<file path="config.mk">
export PLATFORM = sky130hd
export DESIGN_NAME = uart_sample_tx
export DESIGN_NICKNAME = d
export VERILOG_FILES = /design/src/rtl/uart_pkg.sv /design/src/rtl/uart_byte_tx.sv /design/src/rtl/uart_sample_tx.sv
export SDC_FILE = /design/constraint.sdc
export NUM_CORES = 1
export LEC_CHECK = 0
export BUFFER_PORTS_ARGS = -buffer_cell sky130_fd_sc_hd__buf_4
export CAP_MARGIN = 40
export CORE_MARGIN = 4
export CORE_UTILIZATION = 65
export DETAILED_ROUTE_END_ITERATION = 16
export PLACE_DENSITY = 0.91
export SYNTH_ARGS = -nofsm -noshare
export SYNTH_HDL_FRONTEND = slang
export SYNTH_HIERARCHICAL = 1
export SYNTH_SLANG_ARGS = --single-unit
export TNS_END_PERCENT = 1
</file>
<file path="constraint.sdc">
create_clock -name CLK_IN -period 9.8 [get_ports CLK_IN]
set_input_delay 0.98 -clock CLK_IN [delete_from_list [all_inputs] [get_ports CLK_IN]]
set_output_delay 0.98 -clock CLK_IN [all_outputs]
set_load 0.01 [all_outputs]
</file>
<file path="src/rtl/uart_pkg.sv">
// Shared UART definitions: FSM encodings, frame size and bit-period helper.
package uart_pkg;

  localparam int unsigned UART_FRAME_BITS = 10;

  typedef enum logic [1:0] {
    BIdle,
    BStart,
    BData,
    BStop
  } byte_state_e;

  typedef enum logic [1:0] {
    WIdle,
    WLo,
    WHi
  } word_state_e;

  // Integer-truncated clocks per bit.
  function automatic int unsigned calc_clks_per_bit(input int unsigned clk_freq,
                                                    input int unsigned baud);
    return clk_freq / baud;
  endfunction

endpackage

</file>
<file path="src/rtl/uart_byte_tx.sv">
// 8N1 byte transmitter. tx is registered, so the line lags the FSM state by one
// cycle; busy_o covers that lag so callers see the line as busy until the stop
// bit has fully left the pin.
module uart_byte_tx
  import uart_pkg::*;
#(
  parameter int unsigned CLKS_PER_BIT = 52
) (
  input  logic       clk_i,
  input  logic       rst_i,
  input  logic       start_i,
  input  logic [7:0] data_i,
  output logic       tx_o,
  output logic       busy_o,
  output logic       done_o
);

  localparam int unsigned CntW = (CLKS_PER_BIT > 1) ? $clog2(CLKS_PER_BIT) : 1;

  byte_state_e   state_q, state_d;
  logic [CntW-1:0] cnt_q, cnt_d;
  logic [2:0]    idx_q, idx_d;
  logic [7:0]    data_q, data_d;
  logic          tx_q, tx_d;
  logic          active_q;
  logic          tick;

  assign tick   = (cnt_q == CntW'(CLKS_PER_BIT - 1));
  assign tx_o   = tx_q;
  assign busy_o = (state_q != BIdle) || active_q;

  // Next-state, bit timer and line value; done fires on the last stop-bit cycle
  // so a back-to-back start continues without an idle bit.
  always_comb begin
    state_d = state_q;
    cnt_d   = cnt_q;
    idx_d   = idx_q;
    data_d  = data_q;
    tx_d    = 1'b1;
    done_o  = 1'b0;
    if (state_q != BIdle) begin
      cnt_d = tick ? '0 : cnt_q + 1'b1;
    end
    unique case (state_q)
      BIdle: begin
        cnt_d = '0;
        if (start_i) begin
          data_d  = data_i;
          state_d = BStart;
        end
      end
      BStart: begin
        tx_d = 1'b0;
        if (tick) begin
          idx_d   = '0;
          state_d = BData;
        end
      end
      BData: begin
        tx_d = data_q[idx_q];
        if (tick) begin
          if (idx_q == 3'd7) state_d = BStop;
          else               idx_d   = idx_q + 1'b1;
        end
      end
      BStop: begin
        if (tick) begin
          done_o = 1'b1;
          if (start_i) begin
            data_d  = data_i;
            state_d = BStart;
          end else begin
            state_d = BIdle;
          end
        end
      end
      default: state_d = BIdle;
    endcase
  end

  // State registers; reset abandons any frame and returns the line high.
  always_ff @(posedge clk_i) begin
    if (rst_i) begin
      state_q  <= BIdle;
      cnt_q    <= '0;
      idx_q    <= '0;
      data_q   <= '0;
      tx_q     <= 1'b1;
      active_q <= 1'b0;
    end else begin
      state_q  <= state_d;
      cnt_q    <= cnt_d;
      idx_q    <= idx_d;
      data_q   <= data_d;
      tx_q     <= tx_d;
      active_q <= (state_q != BIdle);
    end
  end

endmodule

</file>
<file path="src/rtl/uart_sample_tx.sv">
// Buffers 16-bit samples in a small FIFO and sends each as two 8N1 bytes,
// low byte first, with no gap between consecutive words.
module uart_sample_tx
  import uart_pkg::*;
#(
  parameter int unsigned CLK_FREQ   = 12_000_000,
  parameter int unsigned BAUD       = 230_400,
  parameter int unsigned FIFO_DEPTH = 4
) (
  input  logic                          CLK_IN,
  input  logic                          RST_IN,
  input  logic [15:0]                   SAMPLE_i,
  input  logic                          SAMPLE_VALID_i,
  output logic                          SAMPLE_READY_o,
  output logic                          UART_TX_o,
  output logic                          BUSY_o,
  output logic [$clog2(FIFO_DEPTH):0]   FIFO_LEVEL_o
);

  localparam int unsigned ClksPerBit = calc_clks_per_bit(CLK_FREQ, BAUD);
  localparam int unsigned AddrW      = $clog2(FIFO_DEPTH);
  localparam int unsigned LvlW       = AddrW + 1;

  logic [15:0]     mem_q [FIFO_DEPTH];
  logic [AddrW:0]  wr_ptr_q, rd_ptr_q, level;
  logic            full, empty, push, pop;
  logic [15:0]     rd_word;

  word_state_e     wstate_q, wstate_d;
  logic [15:0]     word_q, word_d;
  logic            byte_start, byte_done, byte_busy;
  logic [7:0]      byte_data;

  assign level          = wr_ptr_q - rd_ptr_q;
  assign full           = (level == LvlW'(FIFO_DEPTH));
  assign empty          = (level == '0);
  // No pop bypass: a full FIFO refuses the push even in a pop cycle.
  assign SAMPLE_READY_o = !full && !RST_IN;
  assign push           = SAMPLE_VALID_i && SAMPLE_READY_o;
  assign rd_word        = mem_q[rd_ptr_q[AddrW-1:0]];
  assign FIFO_LEVEL_o   = level;
  assign BUSY_o         = !empty || (wstate_q != WIdle) || byte_busy;

  // FIFO storage, written only on an accepted push.
  always_ff @(posedge CLK_IN) begin
    if (push) mem_q[wr_ptr_q[AddrW-1:0]] <= SAMPLE_i;
  end

  // FIFO pointers with an extra wrap bit for full/empty.
  always_ff @(posedge CLK_IN) begin
    if (RST_IN) begin
      wr_ptr_q <= '0;
      rd_ptr_q <= '0;
    end else begin
      if (push) wr_ptr_q <= wr_ptr_q + 1'b1;
      if (pop)  rd_ptr_q <= rd_ptr_q + 1'b1;
    end
  end

  // Word sequencing; the high-byte done cycle pops the next word directly.
  always_comb begin
    wstate_d   = wstate_q;
    word_d     = word_q;
    pop        = 1'b0;
    byte_start = 1'b0;
    byte_data  = word_q[7:0];
    unique case (wstate_q)
      WIdle: begin
        if (!empty) begin
          pop        = 1'b1;
          word_d     = rd_word;
          byte_start = 1'b1;
          byte_data  = rd_word[7:0];
          wstate_d   = WLo;
        end
      end
      WLo: begin
        if (byte_done) begin
          byte_start = 1'b1;
          byte_data  = word_q[15:8];
          wstate_d   = WHi;
        end
      end
      WHi: begin
        if (byte_done) begin
          if (!empty) begin
            pop        = 1'b1;
            word_d     = rd_word;
            byte_start = 1'b1;
            byte_data  = rd_word[7:0];
            wstate_d   = WLo;
          end else begin
            wstate_d = WIdle;
          end
        end
      end
      default: wstate_d = WIdle;
    endcase
  end

  // Word FSM state and latched sample.
  always_ff @(posedge CLK_IN) begin
    if (RST_IN) begin
      wstate_q <= WIdle;
      word_q   <= '0;
    end else begin
      wstate_q <= wstate_d;
      word_q   <= word_d;
    end
  end

  uart_byte_tx #(
    .CLKS_PER_BIT(ClksPerBit)
  ) u_byte_tx (
    .clk_i  (CLK_IN),
    .rst_i  (RST_IN),
    .start_i(byte_start),
    .data_i (byte_data),
    .tx_o   (UART_TX_o),
    .busy_o (byte_busy),
    .done_o (byte_done)
  );

endmodule

</file>
==> impl_metrics.py <==
metrics = {
    "yosys": {
        "ys_seq_area_frac": 0.5753,
        "synth_flop_cell": "edfxtp_1",
        "ys_seq_elements": 111,
        "async_flop_share": 0,
        "synth_edf_count": 64,
        "netlist_instances": 384,
        "yosysUniqueCellTypes": 45,
        "avgSynthCellArea_sq_um": 12.96,
        "synth_nets": 418,
        "yosysWarnings": 6,
        "syn-cell-area_sq_um": 4976,
    },
    "cts": {
        "hold_buffers": 0,
        "cts_setup_buffers": 0,
        "clk_latency_ns": 0.37,
        "ctsRootBufferMaster": "clkbuf_8",
        "clk_path_buf_depth": 2,
        "cts-buffers-inserted": 9,
        "clk_pin_slew_ns": 0.11,
        "cts_resized": 0,
        "cts_tree": "built",
        "h-tree-depth": 3,
        "cts_sinks": 111,
    },
    "die": {
        "initial_utilization": 0.6788,
        "core_area_sq_um": 7331,
        "die_h_um": 95.50,
        "io_pins": 25,
        "fp.dieW_um": 95.50,
        "rows": 31,
        "fp.dieArea_sq_um": 9119,
    },
    "grt": {
        "use_met2": 0.3843,
        "antenna_found_initial": 0,
        "grt_pass1_vias": 3051,
        "grt_overflow_total": 0,
        "grt_pass1_wl_mm": 15.05,
        "use_met1": 0.2764,
        "grtUsageTotal": 0.2183,
        "grtUsageMet3": 0.04578,
        "grt_start_max_net_pins": 47,
        "top_usage_layer": "met2",
    },
    "sta": {
        "worst_hold_slack_ns": 0.4829,
        "fin_ws_ns": 6.017,
        "period_needed_ns": 3.783,
        "clock-skew-final_ns": 0.009533,
        "finalMaxSlewViolations": 0,
        "slew_headroom": 0.4477,
        "max_freq_mhz": 264.4,
        "tightest_slew_ns": 0.8274,
        "period_share": 0.3860,
        "final-setup-viol-count": 0,
        "setup-tns-final_ns": 0,
        "rsz0062_at_grt": "false",
        "final_hold_viol_count": 0,
    },
    "place": {
        "gp_congestion": 0.7877,
        "place_ws_ns": 6.371,
        "port_buffers": 24,
        "hpwl_mm": 6.061,
    },
    "setup_path": {
        "start_kind": "register",
        "r2r-end": "u_byte_tx/data_q[7]$_SDFFE_PP0P_",
        "reg2reg_from": "wr_ptr_q[0]$_SDFFE_PP0P_",
        "end_kind": "output port",
        "crit_slowest_cell": "and3_1",
        "required_ns": 8.82,
        "r2r_setup_slack_ns": 6.33,
        "slowest_delay_ns": 0.63,
        "crit_type": "register to output port",
        "cp_max_fo": 20,
        "reg2reg_depth": 11,
        "arrival_ns": 2.80,
        "worstPathCellList": "inv_1 -> ha_1 -> fa_1 -> xnor3_2 -> and3_1 -> nand3b_1 -> buf_4",
    },
    "hold_path": {
        "hold_path_class": "register to register",
        "hold_depth": 1,
        "min_to": "u_byte_tx/cnt_q[0]$_SDFFE_PP0P_",
        "min-delay-start": "u_byte_tx/cnt_q[0]$_SDFFE_PP0P_",
    },
    "run": {
        "cap_violations": 0,
    },
    "power": {
        "cellPowerDensity_nw_per_um2": 316.6,
        "power.leakage_nw": 1.941,
        "switching_share": 0.3782,
        "p_comb_frac": 0.437,
        "switching_power_uw": 654.8,
        "seqPwrFrac": 0.393,
        "intPower_mw": 1.077,
        "vdd_ir_drop_max_mv": 0.2050,
        "p_clk_frac": 0.169,
    },
    "finish": {
        "antenna_cells": 0,
        "drive_above_1_share": 0.2108,
        "nNetsFinal": 437,
        "areaGrowthSynthToFinish_pct": 9.907,
        "final_util": 0.7460,
    },
    "route": {
        "antenna_left": 0,
        "first_pass_iters": 5,
        "drtIter0Drc": 244,
        "vias_per_cell": 6.130,
        "detail_route.wl_per_cell_um": 18.13,
        "vias": 3108,
        "route.detailed.drc": 0,
        "routed_wl_mm": 9.191,
    },
    "status": {
        "status": "completed",
    },
}
==> cells in the final DEF, fill, tap and decap left out, types with 3 or more instances in the layout <==
master     count
a21oi_1       16
a2bb2oi_1      3
a31o_2         5
a31oi_1        3
a32oi_1        5
and2_1         6
and3_1         4
buf_4         29
clkbuf_8       9
dfxtp_1       47
edfxtp_1      64
ha_1          14
inv_1         17
mux2i_1       30
mux4_2        16
nand2_1        4
nand2b_1       7
nand3_1       10
nand3b_1       7
nor2_1        40
nor2_2         8
nor2b_1        7
nor3b_2        3
o21ai_0       12
o221ai_1       8
xnor2_1        3
xor2_1         3
==> worst max-delay path: cells and delay by family (launching register included) <==
family	cells	cell delay (ns)
XOR/XNOR	1	0.31
adder cells (fa/ha/maj)	2	0.60
buffers and inverters	2	0.30
flip-flops	1	0.38
AND/OR/NAND/NOR	2	0.83
==> per-stage QoR <==
step	total power [mW]	cell area (sq um)	cells
global route	1.836	5469	507
finish	1.731	5469	507
global placement	1.386	5235	490
floorplan	1.275	4976	384
detailed placement	1.434	5250	491
CTS	1.729	5469	507
==> Yosys cell counts, types with 4 or more instances <==
cell type / count / area share
a21oi_1: 16 / 0.016
a31o_2: 5 / 0.0088
a32oi_1: 5 / 0.0088
and2_1: 6 / 0.0075
and3_1: 4 / 0.0050
buf_2: 4 / 0.0040
clkbuf_1: 13 / 0.0098
dfxtp_1: 47 / 0.19
edfxtp_1: 64 / 0.39
ha_1: 14 / 0.035
inv_1: 17 / 0.013
mux2i_1: 30 / 0.060
mux4_2: 16 / 0.072
nand2_1: 4 / 0.0030
nand2b_1: 7 / 0.0088
nand3_1: 10 / 0.010
nand3b_1: 7 / 0.011
nor2_1: 40 / 0.030
nor2_2: 8 / 0.010
nor2b_1: 7 / 0.0088
o21ai_0: 12 / 0.012
o221ai_1: 8 / 0.014
==> registers in the layout, summed over array words and instances (netlist names), named ones only <==
signal,cells
u_byte_tx/state_q,2
u_byte_tx/cnt_q,6
wstate_q,2
u_byte_tx/idx_q,3
u_byte_tx/active_q,1
wr_ptr_q,3
mem_q,64
word_q,16
u_byte_tx/tx_o,1
u_byte_tx/data_q,8
rd_ptr_q,3
==> worst max-delay path by stage <==
stage	startpoint	endpoint	slack, ns	depth (start not counted)
global placement	wr_ptr_q[0]$_SDFFE_PP0P_	BUSY_o	6.54	7
floorplan	wr_ptr_q[0]$_SDFFE_PP0P_	mem_q[2][0]$_DFFE_PP_	6.67	6
global route	wr_ptr_q[0]$_SDFFE_PP0P_	BUSY_o	5.83	7
detailed placement	wr_ptr_q[0]$_SDFFE_PP0P_	u_byte_tx/data_q[7]$_SDFFE_PP0P_	6.37	11
CTS	wr_ptr_q[0]$_SDFFE_PP0P_	BUSY_o	6.04	7
finish	wr_ptr_q[0]$_SDFFE_PP0P_	BUSY_o	6.02	7
==> per-layer routing <==
metal / up-vias / wire length, um
li1: 1462 / -
met3: 16 / 487
met4: 0 / 117
met1: 1539 / 3828
met2: 91 / 4758
met5: - / 0
==> cells by family after synthesis <==
group / share of synthesized area
buffers and inverters: 0.03344
adders and majority gates: 0.03923
xor gates and xnor gates: 0.01534
muxes: 0.1328
AOI/OAI and AO/OA: 0.09681
and+or+nand+nor: 0.1071
DFF: 0.5753
==> area by class of cell <==
class	instances	area [sq um]
Fill cell	465	1862
Inverter	17	63.81
Clock buffer	9	123.9
Timing Repair Buffer	30	232.7
Tap cell	99	123.9
Sequential cell	111	2863
Clock inverter	7	95.09
Multi-Input combinational cell	234	1967
==> power by group through the flow <==
stage                     clock network [mW]  logic [mW]  registers (mW)
after global routing                   0.317       0.826           0.693
after detailed placement                   0       0.746           0.688
after floorplan                            0       0.634           0.641
after CTS                              0.296       0.755           0.678
final                                  0.293       0.757           0.681
after global placement                     0       0.700           0.686
Note: power is estimated with default switching activity, not from simulation.
